### src/rtl/lcd_pkg.sv
// Shared definitions for the HD44780 value display: FSM encodings, command bytes and ASCII offsets.
package lcd_pkg;

    typedef enum logic [2:0] {
        S_PWRUP, S_INIT, S_IDLE, S_ADDR, S_DIG2, S_DIG1, S_DIG0
    } state_t;

    typedef enum logic [2:0] {
        W_IDLE, W_SETUP, W_STROBE, W_HOLD, W_WAIT
    } wr_state_t;

    localparam logic [7:0] CMD_WAKE    = 8'h30;
    localparam logic [7:0] CMD_FUNC    = 8'h38;
    localparam logic [7:0] CMD_DISP_ON = 8'h0C;
    localparam logic [7:0] CMD_CLEAR   = 8'h01;
    localparam logic [7:0] CMD_ENTRY   = 8'h06;
    localparam logic [7:0] CMD_HOME_L1 = 8'h80;

    localparam logic [7:0] ASCII_ZERO  = 8'h30;
    localparam logic [7:0] ASCII_SPACE = 8'h20;

    localparam int unsigned N_INIT = 7;

    // Power-on command list: three wake-ups, 8-bit/2-line, display on, clear, entry mode.
    function automatic logic [7:0] init_cmd(input logic [2:0] idx);
        case (idx)
            3'd0, 3'd1, 3'd2: init_cmd = CMD_WAKE;
            3'd3:             init_cmd = CMD_FUNC;
            3'd4:             init_cmd = CMD_DISP_ON;
            3'd5:             init_cmd = CMD_CLEAR;
            default:          init_cmd = CMD_ENTRY;
        endcase
    endfunction

endpackage

### src/rtl/lcd_value_display_if.sv
// Value input and HD44780 bus of the value display; master drives value, slave drives the LCD pins.
interface lcd_value_display_if;
    logic [7:0] value;
    logic       lcd_rs;
    logic       lcd_rw;
    logic       lcd_e;
    logic [7:0] lcd_db;
    logic       busy;

    modport master (output value, input lcd_rs, lcd_rw, lcd_e, lcd_db, busy);
    modport slave  (input value, output lcd_rs, lcd_rw, lcd_e, lcd_db, busy);
endinterface

### src/rtl/lcd_write.sv
// One HD44780 byte write: setup cycle, enable strobe, hold cycle, then the post-write wait.
module lcd_write
    import lcd_pkg::*;
#(
    parameter int unsigned T_EPW = 25,
    parameter int unsigned T_CMD = 2000,
    parameter int unsigned T_CLR = 82000
) (
    input  logic       clk_in,
    input  logic       rst_n,
    input  logic       start,
    input  logic       rs,
    input  logic [7:0] data,
    input  logic       clr_wait,
    output logic       done,
    output logic       lcd_rs,
    output logic       lcd_e,
    output logic [7:0] lcd_db
);
    localparam int unsigned CW = $clog2(T_CLR + 1);

    wr_state_t       r_st;
    logic [CW-1:0]   r_cnt;
    logic            r_clr;
    logic            r_done;
    logic            r_e;
    logic            r_rs;
    logic [7:0]      r_db;
    logic [CW-1:0]   w_lim;

    assign w_lim  = r_clr ? CW'(T_CLR - 1) : CW'(T_CMD - 1);
    assign done   = r_done;
    assign lcd_rs = r_rs;
    assign lcd_e  = r_e;
    assign lcd_db = r_db;

    // rs/db are only reloaded on the next start, so they stay put through hold and wait
    always_ff @(posedge clk_in or negedge rst_n) begin
        if (!rst_n) begin
            r_st   <= W_IDLE;
            r_cnt  <= '0;
            r_clr  <= 1'b0;
            r_done <= 1'b0;
            r_e    <= 1'b0;
            r_rs   <= 1'b0;
            r_db   <= 8'h00;
        end else begin
            r_done <= 1'b0;
            case (r_st)
                W_IDLE: if (start) begin
                    r_rs  <= rs;
                    r_db  <= data;
                    r_clr <= clr_wait;
                    r_st  <= W_SETUP;
                end
                W_SETUP: begin
                    r_e   <= 1'b1;
                    r_cnt <= '0;
                    r_st  <= W_STROBE;
                end
                W_STROBE: if (r_cnt == CW'(T_EPW - 1)) begin
                    r_e  <= 1'b0;
                    r_st <= W_HOLD;
                end else begin
                    r_cnt <= r_cnt + CW'(1);
                end
                W_HOLD: begin
                    r_cnt <= '0;
                    r_st  <= W_WAIT;
                end
                W_WAIT: if (r_cnt == w_lim) begin
                    r_done <= 1'b1;
                    r_st   <= W_IDLE;
                end else begin
                    r_cnt <= r_cnt + CW'(1);
                end
                default: r_st <= W_IDLE;
            endcase
        end
    end

endmodule

### src/rtl/lcd_value_display.sv
// Shows an 8-bit unsigned value as three blanked decimal digits on an HD44780 in 8-bit mode.
module lcd_value_display
    import lcd_pkg::*;
#(
    parameter int unsigned T_PWRUP = 750000,
    parameter int unsigned T_EPW   = 25,
    parameter int unsigned T_CMD   = 2000,
    parameter int unsigned T_CLR   = 82000
) (
    input  logic               clk_in,
    input  logic               rst_n,
    lcd_value_display_if.slave bus
);
    localparam int unsigned PW = $clog2(T_PWRUP + 1);

    state_t          r_state;
    logic [PW-1:0]   r_tmr;
    logic [2:0]      r_idx;
    logic [7:0]      r_shown;
    logic            r_force;
    logic            r_start;
    logic            r_issued;
    logic            r_busy;

    logic [3:0]      w_hund;
    logic [3:0]      w_tens;
    logic [3:0]      w_ones;
    logic [7:0]      w_data;
    logic            w_rs;
    logic            w_clr;
    logic            w_done;

    assign w_hund = 4'(r_shown / 8'd100);
    assign w_tens = 4'((r_shown / 8'd10) % 8'd10);
    assign w_ones = 4'(r_shown % 8'd10);

    // Byte for the current state; leading zeros become spaces, the ones digit never does
    always_comb begin
        w_data = ASCII_SPACE;
        w_rs   = 1'b1;
        case (r_state)
            S_INIT: begin
                w_rs   = 1'b0;
                w_data = init_cmd(r_idx);
            end
            S_ADDR: begin
                w_rs   = 1'b0;
                w_data = CMD_HOME_L1;
            end
            S_DIG2: if (w_hund != 4'd0) w_data = ASCII_ZERO + 8'(w_hund);
            S_DIG1: if (w_hund != 4'd0 || w_tens != 4'd0) w_data = ASCII_ZERO + 8'(w_tens);
            S_DIG0: w_data = ASCII_ZERO + 8'(w_ones);
            default: ;
        endcase
    end

    assign w_clr = !w_rs && (w_data == CMD_CLEAR);

    lcd_write #(
        .T_EPW (T_EPW),
        .T_CMD (T_CMD),
        .T_CLR (T_CLR)
    ) u_write (
        .clk_in   (clk_in),
        .rst_n    (rst_n),
        .start    (r_start),
        .rs       (w_rs),
        .data     (w_data),
        .clr_wait (w_clr),
        .done     (w_done),
        .lcd_rs   (bus.lcd_rs),
        .lcd_e    (bus.lcd_e),
        .lcd_db   (bus.lcd_db)
    );

    assign bus.lcd_rw = 1'b0;
    assign bus.busy   = r_busy;

    // Byte sequencer: each write state issues one start and advances on the writer's done
    always_ff @(posedge clk_in or negedge rst_n) begin
        if (!rst_n) begin
            r_state  <= S_PWRUP;
            r_tmr    <= '0;
            r_idx    <= 3'd0;
            r_shown  <= 8'h00;
            r_force  <= 1'b0;
            r_start  <= 1'b0;
            r_issued <= 1'b0;
            r_busy   <= 1'b1;
        end else begin
            r_start <= 1'b0;
            case (r_state)
                S_PWRUP: if (r_tmr == PW'(T_PWRUP - 1)) begin
                    r_tmr   <= '0;
                    r_idx   <= 3'd0;
                    r_state <= S_INIT;
                end else begin
                    r_tmr <= r_tmr + PW'(1);
                end
                S_IDLE: if (bus.value != r_shown || r_force) begin
                    r_shown <= bus.value;
                    r_force <= 1'b0;
                    r_state <= S_ADDR;
                    r_busy  <= 1'b1;
                end
                default: if (!r_issued) begin
                    r_start  <= 1'b1;
                    r_issued <= 1'b1;
                end else if (w_done) begin
                    r_issued <= 1'b0;
                    case (r_state)
                        S_INIT: if (r_idx == 3'(N_INIT - 1)) begin
                            r_force <= 1'b1;
                            r_state <= S_IDLE;
                            r_busy  <= 1'b0;
                        end else begin
                            r_idx <= r_idx + 3'd1;
                        end
                        S_ADDR: r_state <= S_DIG2;
                        S_DIG2: r_state <= S_DIG1;
                        S_DIG1: r_state <= S_DIG0;
                        S_DIG0: begin
                            r_state <= S_IDLE;
                            r_busy  <= 1'b0;
                        end
                        default: r_state <= S_PWRUP;
                    endcase
                end
            endcase
        end
    end

endmodule

### src/flat_wrapper.sv
// flat-port wrapper written by rule: the top's interface ports become plain ports
module lcd_value_display_flat import lcd_pkg::*;
#(
    parameter int unsigned T_PWRUP = 750000,
    parameter int unsigned T_EPW   = 25,
    parameter int unsigned T_CMD   = 2000,
    parameter int unsigned T_CLR   = 82000
)
  (clk_in, rst_n, bus_value, bus_lcd_rs, bus_lcd_rw, bus_lcd_e, bus_lcd_db, bus_busy);
  lcd_value_display_if bus_i ();
  input  logic clk_in;
  input  logic rst_n;
  input wire logic [$bits(bus_i.value)-1:0] bus_value;
  output wire logic [$bits(bus_i.lcd_rs)-1:0] bus_lcd_rs;
  output wire logic [$bits(bus_i.lcd_rw)-1:0] bus_lcd_rw;
  output wire logic [$bits(bus_i.lcd_e)-1:0] bus_lcd_e;
  output wire logic [$bits(bus_i.lcd_db)-1:0] bus_lcd_db;
  output wire logic [$bits(bus_i.busy)-1:0] bus_busy;
  assign bus_i.value = bus_value;
  assign bus_lcd_rs = bus_i.lcd_rs;
  assign bus_lcd_rw = bus_i.lcd_rw;
  assign bus_lcd_e = bus_i.lcd_e;
  assign bus_lcd_db = bus_i.lcd_db;
  assign bus_busy = bus_i.busy;
  lcd_value_display #(.T_PWRUP(T_PWRUP), .T_EPW(T_EPW), .T_CMD(T_CMD), .T_CLR(T_CLR)) u_core (.clk_in(clk_in), .rst_n(rst_n), .bus(bus_i));
endmodule
### config.mk
export PLATFORM = sky130hd
export DESIGN_NAME = lcd_value_display_flat
export DESIGN_NICKNAME = d
export VERILOG_FILES = /design/src/rtl/lcd_pkg.sv /design/src/rtl/lcd_value_display_if.sv /design/src/rtl/lcd_write.sv /design/src/rtl/lcd_value_display.sv /design/src/flat_wrapper.sv
export SDC_FILE = /design/constraint.sdc
export NUM_CORES = 1
export LEC_CHECK = 0
export CAP_MARGIN = 15
export CORE_MARGIN = 2
export CORE_UTILIZATION = 55
export DETAILED_ROUTE_END_ITERATION = 8
export PLACE_DENSITY = 0.86
export SETUP_SLACK_MARGIN = 0.2
export SKIP_LAST_GASP = 1
export SLEW_MARGIN = 20
export SYNTH_ARGS = -nofsm -noshare
export SYNTH_HDL_FRONTEND = slang
export SYNTH_SLANG_ARGS = --single-unit
### constraint.sdc
create_clock -name clk_in -period 8.7 [get_ports clk_in]
set_clock_uncertainty 0.05 [all_clocks]
set_input_delay 1.305 -clock clk_in [delete_from_list [all_inputs] [get_ports clk_in]]
set_output_delay 1.305 -clock clk_in [all_outputs]
set_load 0.05 [all_outputs]
### Yosys cells after proc, flatten, opt, wreduce, memory -nomap -nowiden

Index checks and enable logic that the tools add are counted.

| storage, ports and cells | value |
|---|---|
| bits in registers | 70 |
| input bits | 10 |

| operators by class | value |
|---|---|
| div/mod/pow operators | 4 |
| add/subtract/negate cells | 6 |
| reductions and logical operators | 33 |
| bitwise operators | 2 |
| equal/unequal tests | 31 |
| multiplexer cells | 47 |

Operator list:

| operator | number |
|---|---|
| 17-bit two-way mux | 3 |
| 17-bit one-hot mux with 3 select lines | 1 |
| 8-bit one-hot mux with 5 select lines | 1 |
| 3-bit two-way mux | 13 |
| 3-bit one-hot mux with 5 select lines | 2 |
| 6-bit one-hot mux with 4 select lines | 1 |
| 6-bit by 4-bit adder with 7-bit output, first input constant | 3 |
| 3-bit == test, second input constant | 7 |
| 20-bit by 1-bit adder with 20-bit output, second input constant | 1 |
| 20-bit == test, second input constant | 1 |
| 20-bit two-way mux | 1 |
| 3-bit by 2-bit == test with 1-bit output, second input constant | 6 |
| 6-bit AND reduction | 3 |
| 17-bit by 1-bit adder with 17-bit output, second input constant | 1 |
| 17-bit == test | 1 |
| 17-bit by 5-bit == test with 1-bit output, second input constant | 1 |
| 1-bit two-way mux | 17 |
| 8-bit by 4-bit modulo with 8-bit output, second input constant | 2 |
| 8-bit two-way mux | 2 |
| 2-bit nonzero test | 8 |
| 3-bit one-hot mux with 2 select lines | 2 |
| 3-bit nonzero test | 4 |
| 2-bit != test, second input constant | 5 |
| 3-bit by 1-bit == test with 1-bit output, second input constant | 3 |
| 19 further kinds | 34 |

### Logic depth before layout (Yosys ltp)

Gate-level depths: netlist (run 1).

| depth | value |
|---|---|
| depth in word-level cells | 8 |
| mapped depth | 18 |

### Cells and area by module

From an unflattened synthesis (run 1), not the netlist that was laid out.

| unflattened totals | value |
|---|---|
| cells, all modules | 588 |
| area, all modules | 5,124.9 um2 |

By module, submodules not included:

| module | area each (um2) | sequential area each (um2) | cells each | times used |
|---|---|---|---|---|
| lcd_value_display | 3,258.1 | 952.2 | 389 | 1 |
| lcd_write | 1,866.8 | 800.8 | 199 | 1 |

### Worst setup path before layout (run 1)

Ideal clock, no wire load.

| path | value |
|---|---|
| path type | register to register |
| from | register u_core.r_shown[5] |
| to | register u_core.u_write.r_db[4], in the netlist u_core.u_write.lcd_db[4] |
| slack | 5.035 ns |
| arrival time | 3.529 ns |
| period minus slack after synthesis | 3.665 ns |
| stages on the path, launching flop included | 19 |
| setup time | 0.086 ns |
| path through | dfrtp_1 > buf_4 > inv_1 > ha_1 > buf_2 > and2_1 > a221o_1 > nor3_1 > inv_1 > ha_1 > o2111ai_1 > o21ai_0 > o21a_1 > inv_1 > ha_1 > nand2_1 > o21ai_0 > a31o_2 > a32oi_1 |

| on the way | value |
|---|---|
| word-level cells in the longest chain between the ends | 6 |
| elaborated cells between the ends (all ways) | 13 |
| classes of those cells | 3 x add/sub; 4 x div; 3 x mux; 3 x reduce/logical |

Ends and longest elaborated chain:

| what | line | text |
|---|---|---|
| start, declared | lcd_value_display.sv:19 | `logic [7:0] r_shown;` |
| start signal, assigned | lcd_value_display.sv:101 | `r_shown <= bus.value;` |
| branches (longest 5 deep; another with 8-bit by 4-bit divider with 8-bit output) | - |  |
| 8-bit one-hot mux with 5 select lines (*) | lcd_value_display.sv:41 | `case (r_state)` |
| end signal, assigned | lcd_write.sv:52 | `r_db <= data;` |
| end, declared | lcd_write.sv:28 | `logic [7:0] r_db;` |

Every way passes the cells marked *.
A chain may end at the register's enable or synchronous reset.

### Final worst setup path (run 1)

Same ends and word-level chain as after synthesis.

==> impl_metrics.env, run 1 <==
export IMPL_ys_warn_count=0
export IMPL_rsz0062_at_grt="no"
export IMPL_layout_drive_gt1_share=0.0866
export IMPL_num_vias=3937
export IMPL_synth_top_area_frac=0.371
export IMPL_io_pins=22
export IMPL_core_mm2=0.00813
export IMPL_place_hpwl_um=7220
export IMPL_period_share=0.525
export IMPL_rr_worst_depth=16
export IMPL_synth_main_ff_cell="dfrtp_1"
export IMPL_hold_end="u_core.u_write.lcd_rs"
export IMPL_ys_seq_elements=69
export IMPL_cp_num_buf_inv=3
export IMPL_cts_hold_buf=0
export IMPL_syn_mean_instance_area_um2=8.86
export IMPL_status="finished clean"
export IMPL_viasPerCell=6.19
export IMPL_cp_top_family="compound AO/OA/AOI/OAI gates"
export IMPL_r2r_end="u_core.u_write.lcd_db[4]"
export IMPL_fin_area_mm2=0.00498
export IMPL_reg2reg_slack_ns=4.13
export IMPL_yosysTopAreaCell="dfrtp_1"
export IMPL_htree_levels=3
export IMPL_grt_pass1_wl_um=17300
export IMPL_ys_seq_area_frac=0.376
export IMPL_relSlewSlack=0.401
export IMPL_worstHoldPathType="reg -> reg"
export IMPL_yosysMostFrequentCell="dfrtp_1"
export IMPL_grt_antenna_before_repair=0
export IMPL_area_growth_pct=8.45
export IMPL_instances_no_fill=636
export IMPL_min_from="u_core.u_write.lcd_rs"
export IMPL_critical_path_max_stage_delay_ns=0.82
export IMPL_multi_input_comb_area_mm2=0.00268
export IMPL_synth_area_leaders="dfrtp_1 (37%), xnor2_1 (4.4%), nand2_1 (4.3%)"
export IMPL_synth_enable_flop_cells=0
export IMPL_insertion_delay_ns=0.36
export IMPL_cts_root_buffer="clkbuf_8"
export IMPL_diodes=0
export IMPL_fmax_mhz=219
export IMPL_routedWlPerCell_um=16.1
export IMPL_syn_inst=518
export IMPL_fill_cells=679
export IMPL_hold_viol_final=0
export IMPL_finalPower_uw=656
export IMPL_critPathKind="reg -> reg"
export IMPL_ant_nets=0
export IMPL_reg2reg_from="u_core.r_shown[5]"
export IMPL_fin_nets=551
export IMPL_clock_sinks=69
export IMPL_crit_arrival_ns=4.79
export IMPL_cp_start_kind="register"
export IMPL_clockBufferDepth=2
export IMPL_crit_chain="inv_1, ha_1, and2_1, a221o_1, nor3_1, inv_1, ha_1, o2111ai_1, o21ai_0, o21a_1, inv_1, ha_1, nand2_1, o21ai_0, a31o_2, a32oi_1"
export IMPL_clk_pin_slew_worst_paths_ns=0.08
export IMPL_min_delay_path_depth=2
export IMPL_dr_first_iter_drc_count=243
export IMPL_overflow=0
export IMPL_p_leak_uw=0.00210
export IMPL_cp_required_ns=8.92
export IMPL_worst_slew_pin_slew_ns=0.891
export IMPL_tns_ns=0
export IMPL_dp_cells=620
export IMPL_cp_slowest_cell="dfrtp_1"
export IMPL_cts_tree="yes"
export IMPL_setup_violations=0
export IMPL_die_w_um=95.4
export IMPL_dpl_instance_area_mm2=0.00481
export IMPL_slew_viol_final=0
export IMPL_endpoint_kind="register"
export IMPL_grt_start_max_net_pins=70
export IMPL_netlist_top_cells_count="dfrtp_1 (68), nand2_1 (52), nor2_1 (52)"
export IMPL_pwr_density_cell_mw_per_mm2=132
export IMPL_synth_distinct_cells=75
export IMPL_min_period_ns=4.57
export IMPL_start_util=0.565
export IMPL_maxCapViolCount=0
export IMPL_ctsResizeCount=0
export IMPL_track_usage=0.242
export IMPL_seq_area_mm2=0.00173
export IMPL_syn_cell_area_mm2=0.00459
export IMPL_wirelength_um=10300
export IMPL_crit_fanout=26
export IMPL_grt_pass1_vias=3711
export IMPL_die_height_um=95.4
export IMPL_dieArea_mm2=0.00910
export IMPL_gp_congestion=0.845
export IMPL_rows=33
export IMPL_ir_drop_uv=76.1
export IMPL_dr_pass1_iters=4
export IMPL_drc=0
export IMPL_ys_async_sr_fraction=1.00
export IMPL_postCtsSetupBuffers=0
export IMPL_port_buffer_count=19
export IMPL_numCtsBuffers=9
## worst min-delay path: stages (launching register included)
cell and delay, ns:
dfrtp_1 0.34, nand2_1 0.05, o21ai_0 0.06
## sequential cells by signal, summed over array words and instances, names as in the netlist, 3 cells and up
name                   cells
u_core.r_idx               3
u_core.r_shown             8
u_core.r_state             3
u_core.r_tmr              20
u_core.u_write.lcd_db      7
u_core.u_write.r_cnt      17
u_core.u_write.r_st        3
## layout by cell type, fill, tap and decap left out, types with 3 or more instances in the layout
| cell type | netlist | layout |
|---|---|---|
| nor4b_1 | 3 | 3 |
| ha_1 | 15 | 15 |
| nor4_1 | 7 | 7 |
| and2_1 | 6 | 6 |
| clkbuf_8 | 0 | 9 |
| nand4bb_1 | 3 | 3 |
| or3_1 | 3 | 3 |
| mux2_2 | 10 | 10 |
| nor2_1 | 52 | 52 |
| a21o_1 | 4 | 4 |
| inv_1 | 17 | 17 |
| a2bb2oi_1 | 3 | 3 |
| nor3_1 | 13 | 13 |
| nand3b_1 | 4 | 4 |
| buf_4 | 5 | 3 |
| xnor2_1 | 23 | 23 |
| o21a_1 | 4 | 4 |
| a211o_1 | 4 | 4 |
| a211oi_1 | 3 | 3 |
| nand3_1 | 12 | 12 |
| xor2_1 | 16 | 16 |
| nor3b_1 | 3 | 3 |
| nor2b_1 | 13 | 13 |
| a31oi_1 | 10 | 10 |
| clkdlybuf4s50_1 | 0 | 18 |
| and3_1 | 10 | 10 |
| dfrtp_1 | 68 | 68 |
| a32oi_1 | 3 | 3 |
| a21oi_1 | 15 | 15 |
| mux2i_1 | 3 | 3 |
| nand2b_1 | 8 | 8 |
| o31ai_1 | 6 | 6 |
| nand2_1 | 52 | 52 |
| nand4_1 | 11 | 11 |
| o21ai_0 | 31 | 31 |
## through the flow
stage / hold slack (ns) / worst slack [ns] / utilization
finish: 0.435 / 4.13 / 0.612
global route: 0.465 / 3.83 / 0.612
CTS: 0.436 / 4.17 / 0.612
detailed placement: 0.424 / 4.18 / 0.591
global placement: 0.414 / 4.50 / 0.591
floorplan: 0.395 / 5.03 / -
## cells by family after synthesis
logic type / after synthesis / share of synthesized area
adder cells (fa/ha/maj): 15 / 0.0409
AO/OA/AOI/OAI: 120 / 0.183
flip-flops: 69 / 0.376
XOR/XNOR: 39 / 0.0744
other: 1 / 0.000817
buffers and inverters: 44 / 0.0420
multiplexers: 13 / 0.0311
AND/OR/NAND/NOR: 217 / 0.251
## how the worst max path moves through the flow
| stage | from | endpoint | cells past startpoint |
|---|---|---|---|
| after floorplan | u_core.r_shown[5] | u_core.u_write.lcd_db[4] | 18 |
| after global placement | u_core.r_shown[5] | u_core.u_write.lcd_db[4] | 16 |
| after detailed placement | u_core.r_shown[5] | u_core.u_write.lcd_db[4] | 16 |
| after CTS | u_core.r_shown[5] | u_core.u_write.lcd_db[4] | 16 |
| after global routing | u_core.r_shown[5] | u_core.u_write.lcd_db[4] | 16 |
| final | u_core.r_shown[5] | u_core.u_write.lcd_db[4] | 16 |
## report_power, final
| part | internal (µW) | switching [µW] |
|---|---|---|
| Combinational | 40.6 | 54.8 |
| Sequential | 322 | 8.68 |
| Clock | 104 | 125 |
## area by class of cell
class                           count  area share
Multi-Input combinational cell    406       0.537
Sequential cell                    69       0.347
Timing Repair Buffer               22      0.0417
Clock buffer                       11      0.0264
Tap cell                          105      0.0264
Inverter                           18      0.0136
Clock inverter                      5     0.00754
## routing by layer
metal	wire length, µm	share of wire	vias up	GRT usage
li1	-	-	1881	-
met1	4470	0.44	1936	0.309
met2	5190	0.51	100	0.410
met3	410	0.040	20	0.0474
met4	179	0.017	0	0.0845
met5	0	0	-	0
(Power assumes the default switching activity.)
==> inputs of run 2 (changes only) <==
--- a/config.mk
+++ b/config.mk
@@ -9,7 +9,7 @@
 export CORE_MARGIN = 2
 export CORE_UTILIZATION = 55
 export DETAILED_ROUTE_END_ITERATION = 8
-export PLACE_DENSITY = 0.86
+export PLACE_DENSITY = 0.89
 export SETUP_SLACK_MARGIN = 0.2
 export SKIP_LAST_GASP = 1
 export SLEW_MARGIN = 20
==> constraint.sdc (replaced) <==
create_clock -name clk_in -period 4 [get_ports clk_in]
set_clock_uncertainty 0.05 [all_clocks]
set_input_delay 0.6 -clock clk_in [delete_from_list [all_inputs] [get_ports clk_in]]
set_output_delay 0.6 -clock clk_in [all_outputs]
set_load 0.05 [all_outputs]
==> impl_metrics.env, run 2 (synthesis gave the netlist of run 1 again) <==
export IMPL_area_growth_pct=10.7
export IMPL_ctsResizeCount=0
export IMPL_die_height_um=95.4
export IMPL_grt_pass1_vias=3767
export IMPL_postCtsSetupBuffers=0
export IMPL_hold_viol_final=0
export IMPL_endpoint_kind="register"
export IMPL_cts_hold_buf=0
export IMPL_tns_ns=0
export IMPL_instances_no_fill=643
export IMPL_dieArea_mm2=0.00910
export IMPL_htree_levels=3
export IMPL_numCtsBuffers=9
export IMPL_period_share=0.900
export IMPL_p_leak_uw=0.00215
export IMPL_wirelength_um=10600
export IMPL_dpl_instance_area_mm2=0.00486
export IMPL_clock_sinks=69
export IMPL_setup_slack_ns=0.401
export IMPL_num_vias=4034
export IMPL_pwr_density_cell_mw_per_mm2=300
export IMPL_io_pins=22
export IMPL_rows=33
export IMPL_relSlewSlack=0.388
export IMPL_diodes=0
export IMPL_clockBufferDepth=2
export IMPL_layout_drive_gt1_share=0.108
export IMPL_fill_cells=647
export IMPL_regMostFlops="u_core.r_tmr"
export IMPL_dr_first_iter_drc_count=258
export IMPL_fin_area_mm2=0.00508
export IMPL_rsz0062_at_grt="no"
export IMPL_port_buffer_count=19
export IMPL_viasPerCell=6.27
export IMPL_multi_input_comb_area_mm2=0.00269
export IMPL_clk_pin_slew_worst_paths_ns=0.09
export IMPL_insertion_delay_ns=0.36
export IMPL_worstHoldPathType="in -> async"
export IMPL_drc=0
export IMPL_maxCapViolCount=0
export IMPL_setup_violations=0
export IMPL_largest_reg_flops=20
export IMPL_gp_congestion=0.981
export IMPL_dp_cells=627
export IMPL_ant_nets=0
export IMPL_overflow=0
export IMPL_fmax_mhz=278
export IMPL_grt_pass1_wl_um=17500
export IMPL_start_util=0.565
export IMPL_ir_drop_uv=236
export IMPL_grt_start_max_net_pins=46
export IMPL_core_mm2=0.00813
export IMPL_routedWlPerCell_um=16.5
export IMPL_status="finished clean"
export IMPL_crit_fanout=25
export IMPL_dr_pass1_iters=5
export IMPL_slew_viol_final=0
export IMPL_track_usage=0.244
export IMPL_seq_area_mm2=0.00173
export IMPL_worst_slew_pin_slew_ns=0.911
export IMPL_cts_root_buffer="clkbuf_8"
export IMPL_cts_tree="yes"
export IMPL_pre_cts_slack_ns=0.324
export IMPL_grt_antenna_before_repair=0
export IMPL_critPathKind="reg -> reg"
export IMPL_final_common_cell="dfrtp_1"
export IMPL_cp_required_ns=4.22
export IMPL_fin_nets=558
export IMPL_crit_arrival_ns=3.82
export IMPL_final_cell_mix="dfrtp_1 (68), nand2_1 (52), nor2_1 (52), o21ai_0 (31), xnor2_1 (23)"
export IMPL_place_hpwl_um=7600
export IMPL_reg_top3="u_core.r_tmr: 20 flops, u_core.u_write.r_cnt: 17 flops, u_core.r_shown: 8 flops"
export IMPL_cp_start_kind="register"
export IMPL_min_period_ns=3.60
export IMPL_die_w_um=95.4
[run 2: stage by stage]
step,power [µW],hold slack [ns],utilization
global placement,935,0.414,0.598
finish,1520,0.177,0.625
detailed placement,944,0.433,0.598
CTS,1530,0.183,0.623
global route,1580,0.222,0.625
floorplan,883,0.254,-
[run 2: critical path: stages, from the launching register on]
cell	delay [ns]
dfrtp_1	0.37
buf_4	0.26
ha_1	0.28
a21oi_2	0.10
a221o_1	0.38
or3_4	0.44
and2_1	0.18
o2111ai_1	0.20
o21ai_0	0.13
o21a_1	0.22
inv_1	0.07
ha_1	0.23
nand2_1	0.09
o21ai_0	0.08
a31o_2	0.25
a32oi_1	0.20
[run 2: power breakdown]
| part | leakage (µW) | internal (µW) | total [µW] | switching, µW |
|---|---|---|---|---|
| clock | 0.0000968 | 295 | 586 | 291 |
| sequential | 0.000928 | 701 | 709 | 8.04 |
| combinational | 0.00113 | 96.9 | 227 | 130 |
| total | 0.00215 | 1090 | 1520 | 429 |
[run 2: area by class of cell]
type / count / area share
Multi-Input combinational cell: 406 / 0.529
Tap cell: 105 / 0.0259
Clock buffer: 9 / 0.0244
Inverter: 18 / 0.0133
Timing Repair Buffer: 29 / 0.0512
Sequential cell: 69 / 0.340
Clock inverter: 7 / 0.0158
[run 2: path summary, 6_finish.rpt]
kind | from | end | slack [ns] | cells past startpoint
worst max-delay path | u_core.r_shown[5] | u_core.u_write.lcd_db[4] | 0.40 | 15
worst min-delay path | rst_n | u_core.u_write.r_cnt[5] | 0.18 | 1
worst max register to register | u_core.r_shown[5] | u_core.u_write.lcd_db[4] | 0.40 | 15
worst min register to register | u_core.r_tmr[18] | u_core.r_tmr[18] | 0.46 | 1
max in group asynchronous | rst_n | u_core.r_tmr[6] | 2.73 | 2
min in group clk_in | u_core.r_tmr[18] | u_core.r_tmr[18] | 0.46 | 1
[run 2: routing by layer]
layer  track usage  routed length [µm]  vias to the layer above
met2         0.421                5380                      135
met4         0.105                 299                        0
met1         0.309                4440                     1975
li1              -                   -                     1895
met3        0.0316                 500                       29
met5             0                   0                        -
==> inputs of run 3 (changes only) <==
--- a/config.mk
+++ b/config.mk
@@ -5,8 +5,8 @@
 export SDC_FILE = /design/constraint.sdc
 export NUM_CORES = 1
 export LEC_CHECK = 0
+export ABC_CLOCK_PERIOD_IN_PS = 4000
 export CAP_MARGIN = 15
-export CORE_MARGIN = 2
 export CORE_UTILIZATION = 55
 export DETAILED_ROUTE_END_ITERATION = 8
 export PLACE_DENSITY = 0.89
==> impl_metrics.env, run 3 (synthesis gave the netlist of run 1 again) <==
export IMPL_dieArea_mm2=0.00872
export IMPL_cp_num_buf_inv=2
export IMPL_critical_path_max_stage_delay_ns=0.44
export IMPL_cp_top_family="compound AO/OA/AOI/OAI gates"
export IMPL_grt_pass1_vias=3766
export IMPL_diodes=0
export IMPL_ant_nets=0
export IMPL_p_int_uw=1090
export IMPL_final_common_cell="dfrtp_1"
export IMPL_p_comb_frac=0.148
export IMPL_track_usage=0.252
export IMPL_cts_hold_buf=0
export IMPL_worst_slew_pin_slew_ns=0.820
export IMPL_critPathKind="reg -> reg"
export IMPL_grt_pass1_wl_um=17300
export IMPL_multi_input_comb_area_mm2=0.00268
export IMPL_rows=32
export IMPL_rr_worst_depth=15
export IMPL_p_clk_frac=0.378
export IMPL_crit_chain="buf_4, ha_1, a21oi_2, a221o_1, or3_4, and2_1, o2111ai_1, o21ai_0, o21a_1, inv_1, ha_1, nand2_1, o21ai_0, a31o_2, a32oi_1"
export IMPL_final_cell_mix="dfrtp_1 (68), nand2_1 (52), nor2_1 (52), o21ai_0 (31), xnor2_1 (23)"
export IMPL_start_util=0.582
export IMPL_die_height_um=93.4
export IMPL_p_sw_frac=0.275
export IMPL_hold_viol_final=0
export IMPL_crit_fanout=25
export IMPL_worstHoldPathType="in -> async"
export IMPL_pwr_density_cell_mw_per_mm2=296
export IMPL_dr_pass1_iters=4
export IMPL_finalPower_uw=1500
export IMPL_setup_violations=0
export IMPL_cp_start_kind="register"
export IMPL_maxCapViolCount=0
export IMPL_cp_required_ns=4.22
export IMPL_fmax_mhz=283
export IMPL_area_growth_pct=10.2
export IMPL_insertion_delay_ns=0.36
export IMPL_fill_cells=609
export IMPL_place_hpwl_um=7330
export IMPL_cp_slowest_cell="or3_4"
export IMPL_layout_drive_gt1_share=0.104
export IMPL_ctsResizeCount=0
export IMPL_dr_first_iter_drc_count=224
export IMPL_postCtsSetupBuffers=0
export IMPL_tns_ns=0
export IMPL_p_sw_uw=413
export IMPL_reg2reg_slack_ns=0.47
export IMPL_p_leak_uw=0.00215
export IMPL_fin_nets=558
export IMPL_cts_tree="yes"
export IMPL_routedWlPerCell_um=15.9
export IMPL_gp_congestion=0.936
export IMPL_overflow=0
export IMPL_seq_area_mm2=0.00173
export IMPL_status="finished clean"
export IMPL_clk_pin_slew_worst_paths_ns=0.08
export IMPL_htree_levels=3
export IMPL_clock_sinks=69
export IMPL_grt_start_max_net_pins=46
export IMPL_slew_viol_final=0
export IMPL_core_mm2=0.00789
export IMPL_largest_reg_flops=20
export IMPL_period_share=0.883
export IMPL_rsz0062_at_grt="no"
export IMPL_critical_path_depth=15
export IMPL_relSlewSlack=0.449
export IMPL_cts_root_buffer="clkbuf_8"
export IMPL_endpoint_kind="register"
export IMPL_pwr_share_seq=0.474
export IMPL_clockBufferDepth=2
export IMPL_io_pins=22
export IMPL_wirelength_um=10200
export IMPL_regMostFlops="u_core.r_tmr"
export IMPL_drc=0
export IMPL_num_vias=3998
export IMPL_port_buffer_count=19
export IMPL_die_w_um=93.4
export IMPL_viasPerCell=6.25
export IMPL_crit_arrival_ns=3.75
export IMPL_grt_antenna_before_repair=0
export IMPL_min_period_ns=3.53
export IMPL_reg_top3="u_core.r_tmr: 20 flops, u_core.u_write.r_cnt: 17 flops, u_core.r_shown: 8 flops"
export IMPL_numCtsBuffers=9
export IMPL_ir_drop_uv=250
==> run 3: worst paths after layout <==
kind                                     startpoint                       end
max reg2reg                       u_core.r_shown[5]  u_core.u_write.lcd_db[4]
min in group clk_in        u_core.u_write.lcd_db[7]  u_core.u_write.lcd_db[7]
min reg2reg                u_core.u_write.lcd_db[7]  u_core.u_write.lcd_db[7]
min                                           rst_n         u_core.r_state[0]
max                               u_core.r_shown[5]  u_core.u_write.lcd_db[4]
max in group asynchronous                     rst_n           u_core.bus.busy
==> run 3: final cells by class <==
type,count,area share
Tap cell,102,0.0252
Clock buffer,9,0.0245
Clock inverter,7,0.0146
Multi-Input combinational cell,406,0.529
Timing Repair Buffer,29,0.0519
Inverter,18,0.0133
Sequential cell,69,0.341
==> run 3: worst reg2reg max path: stages, from the launching register on <==
cell and delay (ns):
dfrtp_1 0.35, buf_4 0.26, ha_1 0.28, a21oi_2 0.11
a221o_1 0.37, or3_4 0.44, and2_1 0.18, o2111ai_1 0.23
o21ai_0 0.15, o21a_1 0.21, inv_1 0.05, ha_1 0.21
nand2_1 0.07, o21ai_0 0.07, a31o_2 0.25, a32oi_1 0.19
==> run 3: power groups by stage <==
stage / combinational [µW] / clock [µW] / sequential (µW)
floorplan: 163 / 0 / 720
global placement: 211 / 0 / 724
detailed placement: 219 / 0 / 725
CTS: 220 / 580 / 711
global route: 243 / 616 / 712
finish: 222 / 567 / 712
==> run 3: through the flow <==
stage           util  instance area [µm²]  instances  worst slack (ns)  hold WS (ns)
6_report       0.642                 5060        640             0.470         0.187
5_1_grt        0.642                 5060        640             0.285         0.230
4_1_cts        0.641                 5060        640             0.514         0.385
3_5_place_dp   0.616                 4860        624             0.534         0.426
3_3_place_gp   0.616                 4860        624             0.658         0.419
2_1_floorplan      -                 4600        519             0.335         0.254
==> run 3: metal layers <==
layer  GRT usage  part of all wire
met5           0                 0
met4       0.114             0.023
met3      0.0455             0.051
met2       0.422              0.50
met1       0.317              0.42
